<file path="config.mk">
export PLATFORM = sky130hd
export DESIGN_NAME = dsound_fifo
export DESIGN_NICKNAME = d
export VERILOG_FILES = /design/src/rtl/audio_pkg.sv /design/src/rtl/ds_byte_ring.sv /design/src/rtl/dsound_fifo.sv
export SDC_FILE = /design/constraint.sdc
export NUM_CORES = 1
export LEC_CHECK = 0
export ABC_AREA = 1
export BUFFER_PORTS_ARGS = -buffer_cell sky130_fd_sc_hd__buf_4
export CAP_MARGIN = 20
export CORE_MARGIN = 4
export CORE_UTILIZATION = 50
export DETAILED_ROUTE_END_ITERATION = 7
export PLACE_DENSITY = 0.66
export SYNTH_ARGS = -nofsm -noshare
export SYNTH_HDL_FRONTEND = slang
export SYNTH_SLANG_ARGS = --single-unit
</file>
<file path="constraint.sdc">
create_clock -name clock -period 4.86 [get_ports clock]
set_clock_uncertainty 0.05 [all_clocks]
set_input_delay 0.243 -clock clock [delete_from_list [all_inputs] [get_ports clock]]
set_output_delay 0.243 -clock clock [all_outputs]
set_load 0.02 [all_outputs]
</file>
<file path="src/rtl/audio_pkg.sv">
// Shared constants, request-FSM state type and sample formatting for the direct-sound path.
package audio_pkg;

  localparam int unsigned DS_FIFO_BYTES = 32;
  localparam int unsigned DS_REQ_THRESH = 16;
  localparam int unsigned DS_WORD_BYTES = 4;
  localparam int unsigned DS_PTR_W      = 5;
  localparam int unsigned DS_LVL_W      = 6;
  localparam int unsigned DS_WAVE_W     = 24;

  typedef enum logic [1:0] {
    DS_IDLE = 2'd0,
    DS_REQ  = 2'd1,
    DS_WAIT = 2'd2
  } ds_req_state_e;

  // Places a signed 8-bit sample in the mixer's 24-bit format.
  function automatic logic [DS_WAVE_W-1:0] ds_wave(input logic [7:0] i_sample);
    return {{8{i_sample[7]}}, i_sample, 8'h00};
  endfunction

endpackage

</file>
<file path="src/rtl/ds_byte_ring.sv">
// 32-byte ring: word-wide push of four bytes (low byte first), byte-wide pop.
module ds_byte_ring
  import audio_pkg::*;
(
  input  logic        clock,
  input  logic        reset,
  input  logic        i_clear,
  input  logic        i_push,
  input  logic [31:0] i_wdata,
  input  logic        i_pop,
  output logic [7:0]  o_rdata_c
);

  logic [7:0]          r_mem [DS_FIFO_BYTES];
  logic [DS_PTR_W-1:0] r_wr_ptr;
  logic [DS_PTR_W-1:0] r_rd_ptr;

  // Pointers wrap naturally at DS_FIFO_BYTES since the ring is a power of two.
  always_ff @(posedge clock or posedge reset) begin
    if (reset) begin
      r_wr_ptr <= '0;
      r_rd_ptr <= '0;
    end else if (i_clear) begin
      r_wr_ptr <= '0;
      r_rd_ptr <= '0;
    end else begin
      if (i_push) r_wr_ptr <= r_wr_ptr + DS_PTR_W'(DS_WORD_BYTES);
      if (i_pop)  r_rd_ptr <= r_rd_ptr + DS_PTR_W'(1);
    end
  end

  // Storage carries no reset; unread bytes are never visible because level gates every pop.
  always_ff @(posedge clock) begin
    if (i_push) begin
      for (int unsigned k = 0; k < DS_WORD_BYTES; k++) begin
        r_mem[r_wr_ptr + DS_PTR_W'(k)] <= i_wdata[8*k +: 8];
      end
    end
  end

  assign o_rdata_c = r_mem[r_rd_ptr];

endmodule

</file>
<file path="src/rtl/dsound_fifo.sv">
// Direct-sound channel FIFO: byte ring, level/flag tracking, timer-driven playback
// and a one-shot DMA refill request.
module dsound_fifo
  import audio_pkg::*;
(
  input  logic                 clock,
  input  logic                 reset,
  input  logic                 fifo_wr,
  input  logic [31:0]          fifo_wdata,
  input  logic                 fifo_clear,
  input  logic                 timer_sel,
  input  logic                 tm0_ovf,
  input  logic                 tm1_ovf,
  input  logic                 enable,
  output logic [DS_WAVE_W-1:0] waveout,
  output logic                 sample_valid,
  output logic                 sound_req,
  output logic [DS_LVL_W-1:0]  level,
  output logic                 overflow,
  output logic                 underrun
);

  localparam logic [DS_LVL_W-1:0] LVL_ACCEPT_MAX = DS_LVL_W'(DS_FIFO_BYTES - DS_WORD_BYTES);
  localparam logic [DS_LVL_W-1:0] LVL_THRESH     = DS_LVL_W'(DS_REQ_THRESH);
  localparam logic [DS_LVL_W-1:0] LVL_WORD       = DS_LVL_W'(DS_WORD_BYTES);

  ds_req_state_e       r_state;
  logic                w_pop;
  logic                w_pop_ok;
  logic                w_push;
  logic                w_drop;
  logic [7:0]          w_rdata;
  logic [DS_LVL_W-1:0] w_level_nxt;

  // Fullness is judged on the pre-cycle level, so a same-cycle pop never makes room.
  assign w_pop       = enable & (timer_sel ? tm1_ovf : tm0_ovf) & ~fifo_clear;
  assign w_pop_ok    = w_pop & (level != '0);
  assign w_push      = fifo_wr & ~fifo_clear & (level <= LVL_ACCEPT_MAX);
  assign w_drop      = fifo_wr & ~fifo_clear & (level > LVL_ACCEPT_MAX);
  assign w_level_nxt = level + (w_push ? LVL_WORD : '0) - (w_pop_ok ? DS_LVL_W'(1) : '0);

  ds_byte_ring u_ring (
    .clock     (clock),
    .reset     (reset),
    .i_clear   (fifo_clear),
    .i_push    (w_push),
    .i_wdata   (fifo_wdata),
    .i_pop     (w_pop_ok),
    .o_rdata_c (w_rdata)
  );

  // Level, sticky flags and sample output; waveout survives fifo_clear.
  always_ff @(posedge clock or posedge reset) begin
    if (reset) begin
      waveout      <= '0;
      sample_valid <= 1'b0;
      level        <= '0;
      overflow     <= 1'b0;
      underrun     <= 1'b0;
    end else begin
      sample_valid <= w_pop;
      if (fifo_clear) begin
        level    <= '0;
        overflow <= 1'b0;
        underrun <= 1'b0;
      end else begin
        level <= w_level_nxt;
        if (w_drop)             overflow <= 1'b1;
        if (w_pop && !w_pop_ok) underrun <= 1'b1;
        if (w_pop_ok)           waveout  <= ds_wave(w_rdata);
      end
    end
  end

  // Refill request: one pulse per drain below threshold, re-armed once level climbs back above it.
  always_ff @(posedge clock or posedge reset) begin
    if (reset) begin
      r_state   <= DS_IDLE;
      sound_req <= 1'b0;
    end else if (fifo_clear) begin
      r_state   <= DS_IDLE;
      sound_req <= 1'b0;
    end else begin
      sound_req <= 1'b0;
      case (r_state)
        DS_IDLE: begin
          if (w_pop && (w_level_nxt <= LVL_THRESH)) begin
            r_state   <= DS_REQ;
            sound_req <= 1'b1;
          end
        end
        DS_REQ:  r_state <= DS_WAIT;
        DS_WAIT: if (level > LVL_THRESH) r_state <= DS_IDLE;
        default: r_state <= DS_IDLE;
      endcase
    end
  end

endmodule

</file>
==> impl_results.html <==
<table>
<tr><th>Metric</th><th>Value</th></tr>
<tr><th colspan="2">Status</th></tr>
<tr><td>Run status</td><td>completed</td></tr>
<tr><th colspan="2">Timing</th></tr>
<tr><td>Final TNS setup</td><td>0 ps</td></tr>
<tr><td>Count of endpoints failing setup in the final report</td><td>0</td></tr>
<tr><td>Post-route fraction of the period consumed by the critical path</td><td>68.16%</td></tr>
<tr><td>Upper clock frequency limit</td><td>0.3019 GHz</td></tr>
<tr><td>Worst slew pin tran</td><td>834.4 ps</td></tr>
<tr><td>Final Critical Period</td><td>3313 ps</td></tr>
<tr><td>Worst slew margin relative to its limit</td><td>44.38%</td></tr>
<tr><td>RSZ-0062 raised after global routing</td><td>no</td></tr>
<tr><td>Total count of max-transition violations in the final report</td><td>0</td></tr>
<tr><td>Fin. Hold Viols</td><td>0</td></tr>
<tr><th colspan="2">Global route</th></tr>
<tr><td>First-pass GRT wire length</td><td>60410 um</td></tr>
<tr><td>Initial antenna violation count</td><td>0</td></tr>
<tr><td>Vias in the first global route</td><td>10114</td></tr>
<tr><td>Overflow left after global routing</td><td>0</td></tr>
<tr><td>Maximum number of pins on one net before global-route repair</td><td>66</td></tr>
<tr><td>Overall track demand over capacity in global routing</td><td>26.14%</td></tr>
<tr><th colspan="2">Critical path</th></tr>
<tr><td>Sort of element at the end of the critical path</td><td>flip-flop</td></tr>
<tr><td>Required time reported for the critical path endpoint</td><td>5300 ps</td></tr>
<tr><td>Element type at the critical path start</td><td>primary input</td></tr>
<tr><td>Highest fanout seen on the critical path</td><td>15</td></tr>
<tr><td>Worst path arrival time</td><td>3750 ps</td></tr>
<tr><td>Classification of the worst setup path</td><td>primary input to flip-flop</td></tr>
<tr><th colspan="2">Routing</th></tr>
<tr><td>Post-DRT Antenna Nets</td><td>0</td></tr>
<tr><td>Iteration count of the initial detailed-routing pass</td><td>5</td></tr>
<tr><td>Number of vias per cell after detailed routing</td><td>5.644</td></tr>
<tr><td>Vias</td><td>10859</td></tr>
<tr><td>Average routed wire per standard cell</td><td>21.40 um</td></tr>
<tr><td>Total Wirelength</td><td>41170 um</td></tr>
<tr><td>Iter 0 DRT Violations</td><td>1256</td></tr>
<tr><td>Count of unresolved DRC violations after routing</td><td>0</td></tr>
<tr><th colspan="2">Clock network</th></tr>
<tr><td>Number of setup buffers added after CTS</td><td>0</td></tr>
<tr><td>Clock buffer count from CTS</td><td>31</td></tr>
<tr><td>TritonCTS clock tree</td><td>built</td></tr>
<tr><td>Clock Pin Slew Worst Setup and Hold Paths</td><td>60 ps</td></tr>
<tr><td>CTS Root Cell</td><td>sky130_fd_sc_hd__clkbuf_16</td></tr>
<tr><td>Number of clock sinks</td><td>284</td></tr>
<tr><td>Bufs on Longest Clock Path</td><td>3</td></tr>
<tr><td>Maximum level of the CTS H-tree</td><td>1</td></tr>
<tr><td>Worst-skew pair later-pin latency</td><td>580 ps</td></tr>
<tr><th colspan="2">Die</th></tr>
<tr><td>Initial standard-cell utilization of the core</td><td>50.77%</td></tr>
<tr><td>Area enclosed by the die boundary</td><td>31040 sq um</td></tr>
<tr><td>Floorplan die width</td><td>176.2 um</td></tr>
<tr><td>Number of core rows</td><td>61</td></tr>
<tr><td>Core Box Area</td><td>27860 sq um</td></tr>
<tr><td>Height of the die</td><td>176.2 um</td></tr>
<tr><td>Num ports</td><td>74</td></tr>
<tr><th colspan="2">Cells and area</th></tr>
<tr><td>Ratio of cells with drive above 1 in the final layout</td><td>9.573%</td></tr>
<tr><td>Antenna Diode Count</td><td>0</td></tr>
<tr><td>P&amp;R area growth vs syn</td><td>9.244%</td></tr>
<tr><td>Most frequent standard cell in the layout excluding fill and tap cells</td><td>sky130_fd_sc_hd__nand2_1</td></tr>
<tr><td>Nets@finish</td><td>1572</td></tr>
<tr><td>Top library cells by usage in the layout, fill and taps aside</td><td>sky130_fd_sc_hd__nand2_1 (498), sky130_fd_sc_hd__edfxtp_1 (256), sky130_fd_sc_hd__o21ai_1 (184)</td></tr>
<tr><td>Total of fill cells in the finished design</td><td>2431</td></tr>
<tr><td>Final standard cell count with taps included and fillers excluded</td><td>1924</td></tr>
<tr><td>Final standard cell utilization of the core</td><td>55.47%</td></tr>
<tr><th colspan="2">Place</th></tr>
<tr><td>Number of port buffers</td><td>65</td></tr>
<tr><td>HPWL after DPL</td><td>24800 um</td></tr>
<tr><td>Routability Congestion</td><td>0.8686</td></tr>
<tr><td>Placed instance count</td><td>1858</td></tr>
<tr><th colspan="2">Synthesis</th></tr>
<tr><td>Yosys warnings</td><td>0</td></tr>
<tr><td>Per-instance average area after synthesis</td><td>9.349 sq um</td></tr>
<tr><td>Number of distinct standard cells referenced by the synthesized netlist</td><td>36</td></tr>
<tr><td>Netlist area before placement</td><td>14140 sq um</td></tr>
<tr><td>Number of standard cells after synthesis</td><td>1513</td></tr>
<tr><td>Sequential cell area fraction in the yosys report</td><td>59.30%</td></tr>
<tr><td>Count of state elements after synthesis</td><td>284</td></tr>
<tr><th colspan="2">Min path</th></tr>
<tr><td>Type of the tightest min-delay check</td><td>primary input to flip-flop</td></tr>
<tr><th colspan="2">Power</th></tr>
<tr><td>Cell area power density</td><td>425.5 nW/um^2</td></tr>
<tr><td>Largest voltage drop on the vdd net</td><td>0.3323 mV</td></tr>
<tr><td>Leakage power</td><td>6.748 nW</td></tr>
<tr><th colspan="2">Flow run</th></tr>
<tr><td>Max Cap Violations</td><td>0</td></tr>
</table>
## state kept, by name (all words and copies together), names as in the netlist
name / cells
u_ring.r_wr_ptr: 3
underrun: 1
level: 6
sound_req: 1
overflow: 1
u_ring.r_rd_ptr: 5
waveout: 8
u_ring.r_mem: 256
sample_valid: 1
r_state: 2
## area by class of cell
class,count,area [sq um],area share (%)
inverter,161,620.6,4.016
clock buffer,38,802.0,5.190
clock inverter,20,130.1,0.8421
tap,378,473.0,3.061
sequential,284,8393,54.32
multi-input combinational,961,4365,28.25
timing repair buffer,82,668.1,4.324
## cells by family after synthesis
group / share of synthesized area (%)
and+or+nand+nor: 21.35
DFF: 59.30
buffers and inverters: 10.02
AOI/OAI and AO/OA: 8.023
adders and majority gates: 1.026
xor gates and xnor gates: 0.2477
other: 0.02651
## power by group
| part | internal (mW) | leakage (nW) | switching, mW |
|---|---|---|---|
| Clock | 1.22 | 0.447 | 0.980 |
| Sequential | 2.81 | 2.68 | 0.0865 |
| Combinational | 0.465 | 3.62 | 1.01 |
## path summary, 6_finish.rpt
path	slack, ps	startpoint	to	cells past startpoint
setup / recovery	1550	fifo_clear	sound_req$_DFF_PP0_	19
hold / removal	20	fifo_wdata[2]	u_ring.r_mem[28][2]$_DFFE_PP_	1
setup reg to reg	1940	level[4]$_DFF_PP0_	sound_req$_DFF_PP0_	14
hold reg to reg	440	waveout[8]$_DFFE_PP0P_	waveout[8]$_DFFE_PP0P_	2
max in group asynchronous	4000	reset	u_ring.r_rd_ptr[0]$_DFFE_PP0P_	4
min in group asynchronous	260	reset	waveout[9]$_DFFE_PP0P_	3
## per-stage QoR
stage,total power [mW],hold slack [ps],setup WS [ps],cell area (sq um)
global route,6.843,9.195,1276,15450
floorplan,4.002,258.4,2157,14170
detailed placement,4.403,303.0,1976,14440
finish,6.575,23.97,1547,15450
CTS,6.577,1.181,1588,15450
global placement,4.373,426.1,2009,14410
## layer usage
metal / vias to the layer above / global-route usage (%) / wire, um
met2: 632 / 42.36 / 19150
met5: - / 0 / 0
met1: 5104 / 35.41 / 16140
met4: 0 / 11.37 / 1873
li1: 5012 / - / -
met3: 111 / 3.833 / 4016
## worst max-delay path, cell delays in order
cell                            delay [ps]
sky130_fd_sc_hd__dlygate4sd3_1         520
sky130_fd_sc_hd__buf_4                 160
sky130_fd_sc_hd__inv_4                  80
sky130_fd_sc_hd__nand2_2                70
sky130_fd_sc_hd__nor2_2                 40
sky130_fd_sc_hd__o21ai_2                60
sky130_fd_sc_hd__dlygate4sd3_1         610
sky130_fd_sc_hd__inv_4                  60
sky130_fd_sc_hd__nand2_4               150
sky130_fd_sc_hd__inv_2                 140
sky130_fd_sc_hd__ha_1                  210
sky130_fd_sc_hd__inv_1                  50
sky130_fd_sc_hd__ha_1                  150
sky130_fd_sc_hd__inv_1                  60
sky130_fd_sc_hd__fa_1                  430
sky130_fd_sc_hd__o21ai_0               230
sky130_fd_sc_hd__xor2_1                230
sky130_fd_sc_hd__nand4_1               130
sky130_fd_sc_hd__nor2_1                120
## synth_stat cells, drive strengths merged
library cell  instances  area [sq um]
o21ai               209          1080
o21a                  1         8.760
fa                    1         20.02
conb                  1         3.750
xnor2                 3         26.28
buf                  90         710.7
o2bb2ai               1         8.760
dfrtp                28         700.7
nand2               510          1989
o2111ai               1         8.760
nor2                 38         145.1
nor3                  3         20.02
o211ai                1         7.510
edfxtp              256          7687
nand4                 2         12.51
xor2                  1         8.760
clkbuf               24         90.09
nand3               168         853.3
a21oi                 3         15.01
o22ai                 1         6.260
clkinv                2         7.510
ha                   10         125.1
inv                 159         609.3
## repair_timing
action,4_1_cts,5_1_grt
resized for setup,0,0
setup endpoints to repair,0,0
endpoints found under the hold margin,28,0
hold buffers,8,0
Power figures use the tool's default switching activity.
